[config.mk]
export PLATFORM = sky130hd
export DESIGN_NAME = mc_control_fsm
export DESIGN_NICKNAME = d
export VERILOG_FILES = /design/src/rtl/mc_control_fsm.sv
export SDC_FILE = /design/constraint.sdc
export NUM_CORES = 1
export LEC_CHECK = 0
export CAP_MARGIN = 20
export CORE_MARGIN = 5
export CORE_UTILIZATION = 50
export CTS_CLUSTER_DIAMETER = 50
export DETAILED_ROUTE_END_ITERATION = 8
export PLACE_DENSITY = 0.89
export SYNTH_ARGS = -nofsm -noshare
export SYNTH_HDL_FRONTEND = slang
export SYNTH_SLANG_ARGS = --single-unit
[constraint.sdc]
create_clock -name clk -period 7.6 [get_ports clk]
set_clock_uncertainty 0.2 [all_clocks]
set_input_delay 1.52 -clock clk [delete_from_list [all_inputs] [get_ports clk]]
set_output_delay 1.52 -clock clk [all_outputs]
set_load 0.01 [all_outputs]
[src/rtl/mc_control_fsm.sv]
// mc_control_fsm: multicycle CPU control FSM with memory-wait timeout and sticky fault state.
module mc_control_fsm #(
  parameter int MEM_TIMEOUT = 15
) (
  input  logic       clk,
  input  logic       rst_n,
  input  logic [6:0] Opcode,
  input  logic       MemReady,
  output logic       PCWrite,
  output logic       PCWriteCond,
  output logic       IorD,
  output logic       MemRead,
  output logic       MemWrite,
  output logic       IRWrite,
  output logic       RegWrite,
  output logic [1:0] MemtoReg,
  output logic [1:0] PCSource,
  output logic [1:0] ALUSrcA,
  output logic [1:0] ALUSrcB,
  output logic [1:0] ALUOp,
  output logic [3:0] State,
  output logic       Fault
);
  typedef enum logic [3:0] {
    FETCH = 4'd0, DECODE = 4'd1, MEMADR = 4'd2, MEMRD = 4'd3, MEMWB = 4'd4, MEMWR = 4'd5,
    EXEC = 4'd6, ALUWB = 4'd7, BRANCH = 4'd8, JAL = 4'd9, EXECI = 4'd10, ERROR = 4'd11
  } state_t;
  state_t state, nxt;
  logic [7:0] cnt, cnt_nxt;
  logic wait_st, wait_nxt, timeout;
  always_ff @(posedge clk or negedge rst_n)
    if (!rst_n) begin
      state <= FETCH;
      cnt   <= 8'd0;
    end else begin
      state <= nxt;
      cnt   <= cnt_nxt;
    end
  always_comb begin
    PCWrite = 1'b0;
    PCWriteCond = 1'b0;
    IorD = 1'b0;
    MemRead = 1'b0;
    MemWrite = 1'b0;
    IRWrite = 1'b0;
    RegWrite = 1'b0;
    MemtoReg = 2'b00;
    PCSource = 2'b00;
    ALUSrcA = 2'b00;
    ALUSrcB = 2'b00;
    ALUOp = 2'b00;
    Fault = 1'b0;
    nxt = state;
    case (state)
      FETCH: begin
        MemRead = 1'b1;
        ALUSrcB = 2'b01;
        IRWrite = MemReady;
        PCWrite = MemReady;
        nxt = MemReady ? DECODE : FETCH;
      end
      DECODE: begin
        ALUSrcA = 2'b01;
        ALUSrcB = 2'b10;
        nxt = (Opcode == 7'b0000011 || Opcode == 7'b0100011) ? MEMADR :
              (Opcode == 7'b0110011) ? EXEC :
              (Opcode == 7'b0010011) ? EXECI :
              (Opcode == 7'b1100011) ? BRANCH :
              (Opcode == 7'b1101111) ? JAL : ERROR;
      end
      MEMADR: begin
        ALUSrcA = 2'b10;
        ALUSrcB = 2'b10;
        nxt = (Opcode == 7'b0000011) ? MEMRD : MEMWR;
      end
      MEMRD: begin
        MemRead = 1'b1;
        IorD = 1'b1;
        nxt = MemReady ? MEMWB : MEMRD;
      end
      MEMWB: begin
        RegWrite = 1'b1;
        MemtoReg = 2'b01;
        nxt = FETCH;
      end
      MEMWR: begin
        MemWrite = 1'b1;
        IorD = 1'b1;
        nxt = MemReady ? FETCH : MEMWR;
      end
      EXEC: begin
        ALUSrcA = 2'b10;
        ALUOp = 2'b10;
        nxt = ALUWB;
      end
      EXECI: begin
        ALUSrcA = 2'b10;
        ALUSrcB = 2'b10;
        ALUOp = 2'b11;
        nxt = ALUWB;
      end
      ALUWB: begin
        RegWrite = 1'b1;
        nxt = FETCH;
      end
      BRANCH: begin
        ALUSrcA = 2'b10;
        ALUOp = 2'b01;
        PCWriteCond = 1'b1;
        PCSource = 2'b01;
        nxt = FETCH;
      end
      JAL: begin
        PCWrite = 1'b1;
        PCSource = 2'b01;
        RegWrite = 1'b1;
        MemtoReg = 2'b10;
        nxt = FETCH;
      end
      ERROR: begin
        Fault = 1'b1;
        nxt = ERROR;
      end
      default: nxt = ERROR;
    endcase
    if (timeout) nxt = ERROR;
  end
  // A ready memory in the final allowed cycle still completes the access.
  assign wait_st  = state == FETCH || state == MEMRD || state == MEMWR;
  assign wait_nxt = nxt == FETCH || nxt == MEMRD || nxt == MEMWR;
  assign timeout  = wait_st && !MemReady && cnt == 8'(MEM_TIMEOUT - 1);
  assign cnt_nxt  = (wait_nxt && nxt != state) ? 8'd0 : (wait_st && !MemReady) ? cnt + 8'd1 : cnt;
  assign State    = state;
endmodule
# Word-level counts from Yosys, hierarchy flattened
# Cells that the tools add are included.
# word_totals
register_bits,12
inputBits,10
output_inout_bits,22
elab_cells,70
# classes
n_addsub,1
eq_ne,21
muxes,26
reduce_logical,20
# op_table
operator,n
4-bit one-hot mux with 7 select lines,1
4-bit by 3-bit == test with 1-bit output (second input constant),5
4-bit == test (second input constant),4
8-bit two-way mux,2
7-bit by 6-bit == test with 1-bit output (second input constant),2
7-bit == test (second input constant),2
4-bit by 2-bit == test with 1-bit output (second input constant),3
4-bit two-way mux,3
2-bit one-hot mux with 2 select lines,3
1-bit two-way mux,9
3-bit two-way mux,3
8-bit by 1-bit adder with 8-bit output (second input constant),1
8-bit by 4-bit == test with 1-bit output (second input constant),1
4-bit zero test,2
2-bit OR reduction,4
4-bit OR reduction,2
7-bit by 2-bit == test with 1-bit output (second input constant),1
7-bit by 5-bit == test with 1-bit output (second input constant),1
2-bit two-way mux,3
2-bit one-hot mux with 3 select lines,1
3-bit OR reduction,2
1-bit logical OR,5
4-bit by 1-bit == test with 1-bit output (second input constant),1
4-bit inequality test,1
4 further kinds,6

# Longest topological paths before layout
# Gate-level depths: netlist of the first run.
# logic_depth
depth_word,13
ltp_mapped,8
depth_no_buf,8

# Least setup slack after synthesis of the first run
# Ideal clock, no wire load.
# synth_timing
path_type,in2out
from,in MemReady
to,out PCWrite
arrival_time_ns,2.269
required_ns,5.880
slack_ns,3.611
cell_stages,3
n_path_buf,0
cell_sequence,inv_1 -> nor4_1 -> or2_2
# synth_via
elab_chain_cells,1
# synth_rtl
item,line_no,rtl
"start, declared",8,"input logic MemReady,"
1-bit one-hot mux with 2 select lines,54,case (state)
"end, declared",9,"output logic PCWrite,"
# Every way passes these cells.

# Worst setup path after layout of the first run
# Same ends and word-level chain as after synthesis.

==> impl_table.tex, run 1 <==
\begin{tabular}{lr}
\hline
Metric & Value \\
\hline
\multicolumn{2}{l}{\textbf{Yosys}} \\
\quad Synthesized instance count & 135 \\
\quad Register area share after synthesis & 25.4\% \\
\quad Post-synth top flop & dfrtp\_1 \\
\quad Number of synthesized flops with an enable pin & 0 \\
\quad Number of storage elements in the synthesis netlist & 12 \\
\quad Net count after synthesis & 147 \\
\quad Yosys Warn Count & 0 \\
\quad Synthesized cell area & 1180 um2 \\
\quad Syn\_area\_per\_cell & 8.77 um2 \\
\quad Share of flip-flops with an asynchronous set or reset after synthesis & 100\% \\
\quad Number of distinct library cells after synthesis & 55 \\
\multicolumn{2}{l}{\textbf{Critical path}} \\
\quad Setup CP Type & primary input to primary output \\
\quad Worst-path maximum fanout & 6 \\
\quad CP dominant cell by count & clkdlybuf4s50\_1 \\
\quad Series of cell instances along the critical path & clkdlybuf4s50\_1 > inv\_1 > nor4\_1 > or2\_2 > clkdlybuf4s50\_1 \\
\quad Critical path's largest stage delay & 560 ps \\
\quad Worst setup slack for register-to-register paths & 4710 ps \\
\quad Reg2reg path depth & 6 \\
\quad Top delay family on crit path & buffers and inverters \\
\quad Nature of the critical path startpoint & primary input \\
\quad Critical Path AT & 3170 ps \\
\quad Crit end category & primary output \\
\quad Bufs and invs on worst path & 3 \\
\quad Critical register-to-register path startpoint & State[0]\$\_DFF\_PN0\_ \\
\quad Terminus of the critical flop-to-flop path & cnt[1]\$\_DFFE\_PN0P\_ \\
\quad Crit path required time & 5880 ps \\
\quad Worst-path cell with the longest stage delay & clkdlybuf4s50\_1 \\
\multicolumn{2}{l}{\textbf{Clocking}} \\
\quad Skew-Pair Late Insertion Delay & 280 ps \\
\quad Buffers inserted by post-CTS timing repair & 0 \\
\quad Max H-tree Level & 1 \\
\quad Sink Count & 12 \\
\quad Clock root buffer master & clkbuf\_4 \\
\quad Clock transition at path regs & 70 ps \\
\quad Number of CTS-inserted buffers & 3 \\
\quad CTS max path bufs & 2 \\
\quad TritonCTS clock tree & yes \\
\quad Hold\_buf cts & 0 \\
\quad CTS-repair resized insts & 0 \\
\multicolumn{2}{l}{\textbf{Timing}} \\
\quad Max transition margin & 56.5\% \\
\quad Post-route worst hold slack & 410 ps \\
\quad Count of final hold-check violations & 0 \\
\quad RSZ-0062 raised after global routing & false \\
\quad Setup-violating endpoint count in the final report & 0 \\
\quad Final worst-path cycle share & 64.4\% \\
\quad Clock period minus final worst setup slack & 4890 ps \\
\quad Worst Slack Setup Final & 2710 ps \\
\quad Worst-Margin Slew & 644 ps \\
\quad Highest achievable clock rate & 204 MHz \\
\quad Number of max-slew violations in the final report & 0 \\
\quad Aggregate negative setup slack & 0 ps \\
\multicolumn{2}{l}{\textbf{Routing}} \\
\quad Number of vias per cell & 5.94 \\
\quad Pre-antenna DRT Iters & 4 \\
\quad Average routed wire per standard cell & 15.7 um \\
\quad Total via count in the routed design & 1122 \\
\quad Met1 Wirelength & 1.21 mm \\
\quad Remaining number of nets flagged by the antenna check after routing & 0 \\
\quad Wire length after detailed routing & 2.97 mm \\
\quad First DRT Iteration DRCs & 43 \\
\quad Uppermost metal layer occupied by signal nets & met4 \\
\quad Metal2 WL & 1.56 mm \\
\quad \# DRC & 0 \\
\quad Met3 wire length & 177 um \\
\multicolumn{2}{l}{\textbf{Die}} \\
\quad \# IOs & 32 \\
\quad X dimension of the die & 58.7 um \\
\quad Die ar. & 3440 um2 \\
\quad Die Span Y & 58.7 um \\
\quad Number of rows created at floorplan & 17 \\
\quad Area inside the core boundary & 2230 um2 \\
\quad Effective utilization at floorplan & 53.0\% \\
\multicolumn{2}{l}{\textbf{Hold path}} \\
\quad Startpoint of the worst hold path & cnt[6]\$\_DFFE\_PN0P\_ \\
\quad Worst min path class & flop to flop \\
\quad Worst hold path stage count & 2 \\
\quad End point of the most critical hold path & cnt[6]\$\_DFFE\_PN0P\_ \\
\multicolumn{2}{l}{\textbf{Layout}} \\
\quad Synthesis-to-layout area growth & 24.9\% \\
\quad Non-filler instance count after layout & 189 \\
\quad Most frequent standard cell in the layout excluding fill and tap cells & clkdlybuf4s50\_1 \\
\quad Finished Core Util & 66.2\% \\
\quad Number of nets in the layout & 174 \\
\quad Number of antenna diodes & 0 \\
\quad Summed area of non-filler cells in the final layout & 1480 um2 \\
\quad Most frequent cells in the layout & clkdlybuf4s50\_1 (30), nand2\_1 (13), dfrtp\_1 (12), nor2\_1 (11), a21oi\_1 (10) \\
\quad Layout cell share with drive strength beyond 1 & 14.9\% \\
\quad Final-layout fill cell count & 198 \\
\multicolumn{2}{l}{\textbf{Pwr}} \\
\quad Post-route total power & 0.130 mW \\
\quad Leakage power figure & 0.601 nW \\
\quad Largest vdd supply drop & 0.0774 mV \\
\quad Power per Cell Area & 87.7 nW/um2 \\
\multicolumn{2}{l}{\textbf{Global routing}} \\
\quad Number of antenna violations at the first check in global routing & 0 \\
\quad Global-route wire length before repair & 4.80 mm \\
\quad Via count of the first global-routing pass & 1058 \\
\quad Pin count of the biggest net entering global routing & 23 \\
\quad Leftover overflow at the end of global routing & 0 \\
\quad Global router's overall resource usage & 17.6\% \\
\multicolumn{2}{l}{\textbf{Placed design}} \\
\quad Final weighted congestion in routability-driven placement & 0.848 \\
\quad Post-detail-place hpwl & 2.33 mm \\
\quad Port buffer count & 30 \\
\quad Number of placed instances with taps included & 185 \\
\quad Worst slack, placed & 2720 ps \\
\quad Cell Area, Placed & 1440 um2 \\
\multicolumn{2}{l}{\textbf{Flow run}} \\
\quad Max cap viols & 0 \\
\multicolumn{2}{l}{\textbf{Run status}} \\
\quad Outcome & completed \\
\hline
\end{tabular}
-- worst max path at each step --
stage,slack [ps],depth (start not counted),start,to
6_report,2710,5,MemReady,PCWrite
5_1_grt,2640,5,MemReady,PCWrite
4_1_cts,2710,5,MemReady,PCWrite
3_5_place_dp,2720,5,MemReady,PCWrite
3_3_place_gp,2770,5,MemReady,PCWrite
2_1_floorplan,3610,3,MemReady,PCWrite
-- Yosys cell counts (3+ instances only) --
cell,count,area share [%]
nand4_1,5,2.6
nand3_1,5,2.1
a21oi_1,10,4.2
nand2_1,13,4.1
inv_1,5,1.6
nor3_1,3,1.3
dfrtp_1,12,25
nand2b_1,3,1.6
xor2_1,7,5.2
buf_6,3,2.9
nor2_1,11,3.5
a31oi_1,3,1.6
-- registers in the layout, indices dropped and copies added (netlist names) --
| signal | flops |
|---|---|
| State | 4 |
| cnt | 8 |
-- layer usage --
| metal | track usage [%] | up-vias |
|---|---|---|
| li1 | - | 555 |
| met1 | 20.8 | 534 |
| met2 | 32.4 | 31 |
| met3 | 2.19 | 2 |
| met4 | 6.15 | 0 |
| met5 | 0 | - |
-- tightest hold or removal path: stages (launching register included) --
cell,delay (ps)
dfrtp_1,390
xor2_1,80
a21oi_1,100
-- final cells by class --
cell class	instances	area [um2]	share of cell area, %
clock buffers	4	36.3	2.45
inverters	6	22.5	1.52
multi-input cells	109	785	53.0
repair buffers	30	300	20.3
flip-flops and latches	12	300	20.3
well taps	28	35.0	2.37
-- power breakdown --
group          switching (mW)  total [mW]  internal, mW
sequential           0.000892      0.0652        0.0643
clock                  0.0225      0.0516        0.0292
combinational         0.00638      0.0129       0.00648
total                  0.0297       0.130         0.100
-- kinds of logic after synthesis --
kind of cell | count (synthesis) | synth area share, %
buffers and inverters | 14 | 8.35
and+or+nand+nor | 61 | 30.2
AOI/OAI and AO/OA | 34 | 24.5
DFF | 12 | 25.4
xor gates and xnor gates | 9 | 6.66
muxes | 2 | 2.43
adders and majority gates | 2 | 2.11
other | 1 | 0.317
No activity file was read; power rests on OpenSTA's default activity.
==> inputs of run 2 (changes only) <==
--- a/config.mk
+++ b/config.mk
@@ -7,10 +7,10 @@
 export LEC_CHECK = 0
 export CAP_MARGIN = 20
 export CORE_MARGIN = 5
-export CORE_UTILIZATION = 50
+export CORE_UTILIZATION = 48
 export CTS_CLUSTER_DIAMETER = 50
 export DETAILED_ROUTE_END_ITERATION = 8
-export PLACE_DENSITY = 0.89
+export PLACE_DENSITY = 0.87
 export SYNTH_ARGS = -nofsm -noshare
 export SYNTH_HDL_FRONTEND = slang
 export SYNTH_SLANG_ARGS = --single-unit
==> constraint.sdc (replaced) <==
create_clock -name clk -period 4.74 [get_ports clk]
set_clock_uncertainty 0.2 [all_clocks]
set_input_delay 0.948 -clock clk [delete_from_list [all_inputs] [get_ports clk]]
set_output_delay 0.948 -clock clk [all_outputs]
set_load 0.01 [all_outputs]
==> impl_table.tex, run 2 (synthesis results as in run 1) <==
\begin{tabular}{lr}
\hline
Metric & Value \\
\hline
\multicolumn{2}{l}{\textbf{Routing}} \\
\quad Number of vias per cell & 5.90 (was 5.94) \\
\quad \# DRC & 0 (unchanged) \\
\quad Pre-antenna DRT Iters & 4 (unchanged) \\
\quad Remaining number of nets flagged by the antenna check after routing & 0 (unchanged) \\
\quad Total via count in the routed design & 1126 (was 1122) \\
\quad First DRT Iteration DRCs & 34 (was 43) \\
\quad Wire length after detailed routing & 2.90 mm (was 2.97 mm) \\
\quad Average routed wire per standard cell & 15.2 um (was 15.7 um) \\
\multicolumn{2}{l}{\textbf{Clocking}} \\
\quad Number of CTS-inserted buffers & 3 (unchanged) \\
\quad CTS max path bufs & 2 (unchanged) \\
\quad TritonCTS clock tree & yes (unchanged) \\
\quad Clock root buffer master & clkbuf\_4 (unchanged) \\
\quad Max H-tree Level & 1 (unchanged) \\
\quad Hold\_buf cts & 0 (unchanged) \\
\quad Clock transition at path regs & 70 ps (about the same) \\
\quad Buffers inserted by post-CTS timing repair & 0 (unchanged) \\
\quad Skew-Pair Late Insertion Delay & 270 ps (was 280 ps) \\
\quad Sink Count & 12 (unchanged) \\
\quad CTS-repair resized insts & 0 (unchanged) \\
\multicolumn{2}{l}{\textbf{Pwr}} \\
\quad Reported net switching power & 0.0450 mW (was 0.0297 mW) \\
\quad Share of total power in combinational logic & 10.0\% (was 9.9\%) \\
\quad Internal Dissipation & 0.160 mW (was 0.100 mW) \\
\quad Post-route total power & 0.205 mW (was 0.130 mW) \\
\quad Share of total power consumed by net switching & 21.9\% (was 22.9\%) \\
\quad Clock power frac & 39.0\% (was 39.8\%) \\
\quad Leakage power figure & 0.601 nW (unchanged) \\
\quad Power per Cell Area & 139 nW/um2 (was 87.7 nW/um2) \\
\quad Register share of total power & 51.0\% (was 50.3\%) \\
\quad Largest vdd supply drop & 0.186 mV (was 0.0774 mV) \\
\multicolumn{2}{l}{\textbf{Layout}} \\
\quad Final-layout fill cell count & 209 (was 198) \\
\quad Most frequent cells in the layout & clkdlybuf4s50\_1 (30), nand2\_1 (13), dfrtp\_1 (12), nor2\_1 (11), a21oi\_1 (10) (unchanged) \\
\quad Synthesis-to-layout area growth & 25.2\% (was 24.9\%) \\
\quad Number of antenna diodes & 0 (unchanged) \\
\quad Most frequent standard cell in the layout excluding fill and tap cells & clkdlybuf4s50\_1 (unchanged) \\
\quad Layout cell share with drive strength beyond 1 & 14.9\% (unchanged) \\
\quad Non-filler instance count after layout & 191 (was 189) \\
\quad Reg area & 300 um2 (unchanged) \\
\quad Combined area of the multi-input logic cells & 785 um2 (unchanged) \\
\quad Max reg flops & 8 (unchanged) \\
\quad Register with the most flip-flops & cnt (unchanged) \\
\quad Number of nets in the layout & 174 (unchanged) \\
\multicolumn{2}{l}{\textbf{Global routing}} \\
\quad Pin count of the biggest net entering global routing & 23 (unchanged) \\
\quad Global router's overall resource usage & 16.3\% (was 17.6\%) \\
\quad Leftover overflow at the end of global routing & 0 (unchanged) \\
\quad Global-route wire length before repair & 4.47 mm (was 4.80 mm) \\
\quad Via count of the first global-routing pass & 980 (was 1058) \\
\quad Number of antenna violations at the first check in global routing & 0 (unchanged) \\
\multicolumn{2}{l}{\textbf{Hold path}} \\
\quad Startpoint of the worst hold path & cnt[7]\$\_DFFE\_PN0P\_ (was cnt[6]\$\_DFFE\_PN0P\_) \\
\quad Worst min path class & flop to flop (unchanged) \\
\multicolumn{2}{l}{\textbf{Critical path}} \\
\quad Critical register-to-register path startpoint & State[0]\$\_DFF\_PN0\_ (unchanged) \\
\quad Crit path required time & 3590 ps (was 5880 ps) \\
\quad Critical Path AT & 2690 ps (was 3170 ps) \\
\quad Worst setup path startpoint & MemReady (unchanged) \\
\quad Crit end category & primary output (unchanged) \\
\quad Setup CP Type & primary input to primary output (unchanged) \\
\quad Nature of the critical path startpoint & primary input (unchanged) \\
\quad Worst-path maximum fanout & 6 (unchanged) \\
\multicolumn{2}{l}{\textbf{Timing}} \\
\quad Clock period minus final worst setup slack & 3830 ps \\
\quad Count of final hold-check violations & 0 (unchanged) \\
\quad Final worst-path cycle share & 80.9\% \\
\quad Number of max-slew violations in the final report & 0 (unchanged) \\
\quad Max transition margin & 53.9\% (was 56.5\%) \\
\quad Aggregate negative setup slack & 0 ps (unchanged) \\
\quad RSZ-0062 raised after global routing & false (unchanged) \\
\quad Worst-Margin Slew & 683 ps (was 644 ps) \\
\quad Highest achievable clock rate & 261 MHz \\
\quad Post-route worst hold slack & 432 ps (was 410 ps) \\
\quad Setup-violating endpoint count in the final report & 0 (unchanged) \\
\multicolumn{2}{l}{\textbf{Die}} \\
\quad \# IOs & 32 (unchanged) \\
\quad Effective utilization at floorplan & 49.1\% (was 53.0\%) \\
\quad Area inside the core boundary & 2410 um2 (was 2230 um2) \\
\quad X dimension of the die & 59.7 um (was 58.7 um) \\
\quad Number of rows created at floorplan & 18 (was 17) \\
\quad Die ar. & 3560 um2 (was 3440 um2) \\
\quad Die Span Y & 59.7 um (was 58.7 um) \\
\multicolumn{2}{l}{\textbf{Placed design}} \\
\quad Port buffer count & 30 (unchanged) \\
\quad Post-detail-place hpwl & 2.28 mm (was 2.33 mm) \\
\quad Final weighted congestion in routability-driven placement & 0.864 (was 0.848) \\
\quad Number of placed instances with taps included & 187 (was 185) \\
\multicolumn{2}{l}{\textbf{Run status}} \\
\quad Outcome & completed (unchanged) \\
\multicolumn{2}{l}{\textbf{Flow run}} \\
\quad Max cap viols & 0 (unchanged) \\
\hline
\end{tabular}
run 2: worst paths after layout:
kind                       cells past startpoint                 end  slack (ps)
hold reg to reg                                2  cnt[7]$_DFFE_PN0P_         430
max in group asynchronous                      1  cnt[7]$_DFFE_PN0P_        3180
min in group asynchronous                      1  cnt[4]$_DFFE_PN0P_         810
hold / removal                                 2  cnt[7]$_DFFE_PN0P_         430
setup reg to reg                               6  cnt[0]$_DFFE_PN0P_        1890
setup / recovery                               5             PCWrite         910
run 2: critical path, cell delays in order:
cell and delay, ps:
clkdlybuf4s50_1 540, inv_1 70, nor4_1 410, or2_2 180
clkdlybuf4s50_1 530
run 2: stage by stage:
step	util, %	setup WS, ps	instance area, um2
5_1_grt	61.5	848	1480
4_1_cts	61.5	936	1480
6_report	61.5	906	1480
3_5_place_dp	60.0	938	1450
2_1_floorplan	-	1850	1180
3_3_place_gp	60.0	1000	1450
run 2: final cells by class:
type / instances / share of cell area, %
repair buffers: 30 / 20.3
multi-input cells: 109 / 53.0
clock buffers: 4 / 2.45
inverters: 6 / 1.52
well taps: 30 / 2.53
flip-flops and latches: 12 / 20.3
run 2: layer usage:
metal / wire length, um / GRT usage (%) / vias up
met1: 1190 / 20.1 / 525
met2: 1490 / 29.9 / 46
met4: 13 / 2.85 / 0
li1: - / - / 553
met3: 208 / 2.38 / 2
met5: 0 / 0 / -
run 2: power groups by stage:
stage                     Clock (mW)  Combinational (mW)  Sequential (mW)
after floorplan                    0             0.00821            0.106
after global placement             0              0.0195            0.107
after detailed placement           0              0.0205            0.107
after CTS                     0.0819              0.0206            0.105
after global routing          0.0866              0.0226            0.105
final                         0.0801              0.0206            0.105
==> inputs of run 3 (changes only) <==
--- a/config.mk
+++ b/config.mk
@@ -7,10 +7,10 @@
 export LEC_CHECK = 0
 export CAP_MARGIN = 20
 export CORE_MARGIN = 5
-export CORE_UTILIZATION = 48
+export CORE_UTILIZATION = 43
 export CTS_CLUSTER_DIAMETER = 50
 export DETAILED_ROUTE_END_ITERATION = 8
-export PLACE_DENSITY = 0.87
+export PLACE_DENSITY = 0.82
 export SYNTH_ARGS = -nofsm -noshare
 export SYNTH_HDL_FRONTEND = slang
 export SYNTH_SLANG_ARGS = --single-unit
==> constraint.sdc (replaced) <==
create_clock -name clk -period 3.2 [get_ports clk]
set_clock_uncertainty 0.2 [all_clocks]
set_input_delay 0.64 -clock clk [delete_from_list [all_inputs] [get_ports clk]]
set_output_delay 0.64 -clock clk [all_outputs]
set_load 0.01 [all_outputs]
==> impl_table.tex, run 3 (synthesis results as in run 1) <==
\begin{tabular}{lr}
\hline
Metric & Value \\
\hline
\multicolumn{2}{l}{\textbf{Critical path}} \\
\quad Terminus of the critical flop-to-flop path & cnt[3]\$\_DFFE\_PN0P\_ (was cnt[0]\$\_DFFE\_PN0P\_) \\
\quad Setup CP Type & flop to primary output (was primary input to primary output) \\
\quad Critical Path AT & 2170 ps (was 2690 ps) \\
\quad Critical register-to-register path startpoint & State[1]\$\_DFF\_PN0\_ (was State[0]\$\_DFF\_PN0\_) \\
\quad Nature of the critical path startpoint & flop (was primary input) \\
\quad Crit end category & primary output (unchanged) \\
\quad Critical path destination & Fault (was PCWrite) \\
\quad Worst-path maximum fanout & 19 (was 6) \\
\quad Worst setup path startpoint & State[1]\$\_DFF\_PN0\_ (was MemReady) \\
\quad Reg2reg path depth & 6 (unchanged) \\
\quad Crit path required time & 2360 ps (was 3590 ps) \\
\quad Worst setup slack for register-to-register paths & 320 ps (was 1890 ps) \\
\multicolumn{2}{l}{\textbf{Clocking}} \\
\quad TritonCTS clock tree & yes (unchanged) \\
\quad Number of CTS-inserted buffers & 3 (unchanged) \\
\quad Clock transition at path regs & 70 ps (about the same) \\
\quad CTS max path bufs & 2 (unchanged) \\
\quad Skew-Pair Late Insertion Delay & 260 ps (was 270 ps) \\
\quad Max H-tree Level & 1 (unchanged) \\
\quad Sink Count & 12 (unchanged) \\
\quad Clock root buffer master & clkbuf\_4 (unchanged) \\
\multicolumn{2}{l}{\textbf{Timing}} \\
\quad Highest achievable clock rate & 332 MHz \\
\quad Clock period minus final worst setup slack & 3010 ps \\
\quad RSZ-0062 raised after global routing & false (unchanged) \\
\quad Worst-Margin Slew & 743 ps (was 683 ps) \\
\quad Setup-violating endpoint count in the final report & 0 (unchanged) \\
\quad Max transition margin & 49.8\% (was 53.9\%) \\
\quad Count of final hold-check violations & 0 (unchanged) \\
\quad Final worst-path cycle share & 94.1\% \\
\quad Number of max-slew violations in the final report & 0 (unchanged) \\
\quad Worst Slack Setup Final & 187 ps (was 906 ps) \\
\quad Post-route worst hold slack & 426 ps (was 432 ps) \\
\multicolumn{2}{l}{\textbf{Global routing}} \\
\quad Global router's overall resource usage & 15.8\% (was 16.3\%) \\
\quad Via count of the first global-routing pass & 1111 (was 980) \\
\quad Global-route wire length before repair & 5.37 mm (was 4.47 mm) \\
\quad Pin count of the biggest net entering global routing & 20 (was 23) \\
\quad Leftover overflow at the end of global routing & 0 (unchanged) \\
\quad Number of antenna violations at the first check in global routing & 0 (unchanged) \\
\multicolumn{2}{l}{\textbf{Placed design}} \\
\quad Post-detail-place hpwl & 2.46 mm (was 2.28 mm) \\
\quad Port buffer count & 30 (unchanged) \\
\quad Final weighted congestion in routability-driven placement & 0.840 (was 0.864) \\
\quad Worst slack, placed & -44.8 ps (was 938 ps) \\
\multicolumn{2}{l}{\textbf{Layout}} \\
\quad Reg area & 300 um2 (unchanged) \\
\quad Combined area of the multi-input logic cells & 791 um2 (was 785 um2) \\
\quad Most frequent cells in the layout & clkdlybuf4s50\_1 (29), nand2\_1 (13), dfrtp\_1 (12), nor2\_1 (11), a21oi\_1 (10) (was clkdlybuf4s50\_1 (30), nand2\_1 (13), dfrtp\_1 (12), nor2\_1 (11), a21oi\_1 (10)) \\
\quad Layout cell share with drive strength beyond 1 & 17.1\% (was 14.9\%) \\
\quad Register with the most flip-flops & cnt (unchanged) \\
\quad Number of nets in the layout & 178 (was 174) \\
\quad Synthesis-to-layout area growth & 27.4\% (was 25.2\%) \\
\quad Final-layout fill cell count & 247 (was 209) \\
\quad Max reg flops & 8 (unchanged) \\
\quad Most frequent standard cell in the layout excluding fill and tap cells & clkdlybuf4s50\_1 (unchanged) \\
\quad Number of antenna diodes & 0 (unchanged) \\
\multicolumn{2}{l}{\textbf{Flow run}} \\
\quad Max cap viols & 0 (unchanged) \\
\multicolumn{2}{l}{\textbf{Die}} \\
\quad Effective utilization at floorplan & 44.1\% (was 49.1\%) \\
\quad Area inside the core boundary & 2690 um2 (was 2410 um2) \\
\quad Number of rows created at floorplan & 19 (was 18) \\
\quad \# IOs & 32 (unchanged) \\
\quad Die ar. & 3900 um2 (was 3560 um2) \\
\quad Die Span Y & 62.5 um (was 59.7 um) \\
\quad X dimension of the die & 62.5 um (was 59.7 um) \\
\multicolumn{2}{l}{\textbf{Pwr}} \\
\quad Leakage power figure & 0.623 nW (was 0.601 nW) \\
\quad Power per Cell Area & 181 nW/um2 (was 139 nW/um2) \\
\quad Largest vdd supply drop & 0.254 mV (was 0.186 mV) \\
\quad Post-route total power & 0.273 mW (was 0.205 mW) \\
\multicolumn{2}{l}{\textbf{Routing}} \\
\quad First DRT Iteration DRCs & 86 (was 34) \\
\quad Metal2 WL & 1.57 mm (was 1.49 mm) \\
\quad Remaining number of nets flagged by the antenna check after routing & 0 (unchanged) \\
\quad Wire length after detailed routing & 3.04 mm (was 2.90 mm) \\
\quad Met3 wire length & 209 um (was 208 um) \\
\quad Number of vias per cell & 5.95 (was 5.90) \\
\quad Average routed wire per standard cell & 15.6 um (was 15.2 um) \\
\quad Met1 Wirelength & 1.23 mm (was 1.19 mm) \\
\quad Pre-antenna DRT Iters & 4 (unchanged) \\
\quad Total via count in the routed design & 1161 (was 1126) \\
\quad \# DRC & 0 (unchanged) \\
\quad Uppermost metal layer occupied by signal nets & met4 (unchanged) \\
\multicolumn{2}{l}{\textbf{Hold path}} \\
\quad Startpoint of the worst hold path & cnt[7]\$\_DFFE\_PN0P\_ (unchanged) \\
\quad Worst min path class & flop to flop (unchanged) \\
\quad Worst hold path stage count & 2 (unchanged) \\
\multicolumn{2}{l}{\textbf{Run status}} \\
\quad Outcome & completed (unchanged) \\
\hline
\end{tabular}
run 3: changes by cell type in the layout (fill, tap and decap cells not counted):
cell and change:
buf_4 +4, clkbuf_8 -1, clkdlybuf4s50_1 -1, dlymetal6s2s_1 +1, nor4_1 -1, nor4_2 +1
run 3: power breakdown:
part           internal [mW]  total, mW  switching (mW)  leakage, nW
Clock                 0.0433     0.0861          0.0428       0.0138
Sequential             0.153      0.155         0.00226        0.147
Combinational         0.0160     0.0317          0.0158        0.462
run 3: repair_timing:
action	in CTS	in global routing
hold buffers	0	0
resized for setup	0	2
endpoints found under the setup margin	0	1
setup buffers	0	0
run 3: metal layers:
metal / vias up / GRT usage (%)
met5: - / 0
met4: 0 / 3.71
met3: 6 / 4.14
met2: 53 / 27.1
met1: 541 / 19.6
li1: 561 / -
run 3: worst min path at each step:
stage,to
2_1_floorplan,State[0]$_DFF_PN0_
3_3_place_gp,cnt[7]$_DFFE_PN0P_
3_5_place_dp,cnt[7]$_DFFE_PN0P_
4_1_cts,cnt[5]$_DFFE_PN0P_
5_1_grt,cnt[7]$_DFFE_PN0P_
6_report,cnt[7]$_DFFE_PN0P_
run 3: area by class of cell:
cell class / count / share of cell area, %
Multi-Input combinational cell: 109 / 52.4
Timing Repair Buffer: 34 / 22.1
Sequential cell: 12 / 19.9
Tap cell: 31 / 2.57
Clock buffer: 3 / 1.49
Inverter: 6 / 1.49
run 3: per-stage QoR:
stage / area (um2) / std cells / utilization [%] / setup TNS (ps)
4_1_cts: 1500 / 195 / 55.8 / 0
2_1_floorplan: 1180 / 135 / - / 0
6_report: 1510 / 195 / 56.1 / 0
3_3_place_gp: 1480 / 192 / 55.0 / 0
5_1_grt: 1510 / 195 / 56.1 / 0
3_5_place_dp: 1480 / 192 / 55.0 / -295
run 3: worst max-delay path, stage by stage (launching register included):
cell and delay (ps):
dfrtp_1 720, nand2_1 240, nor2_1 330, clkdlybuf4s50_1 620
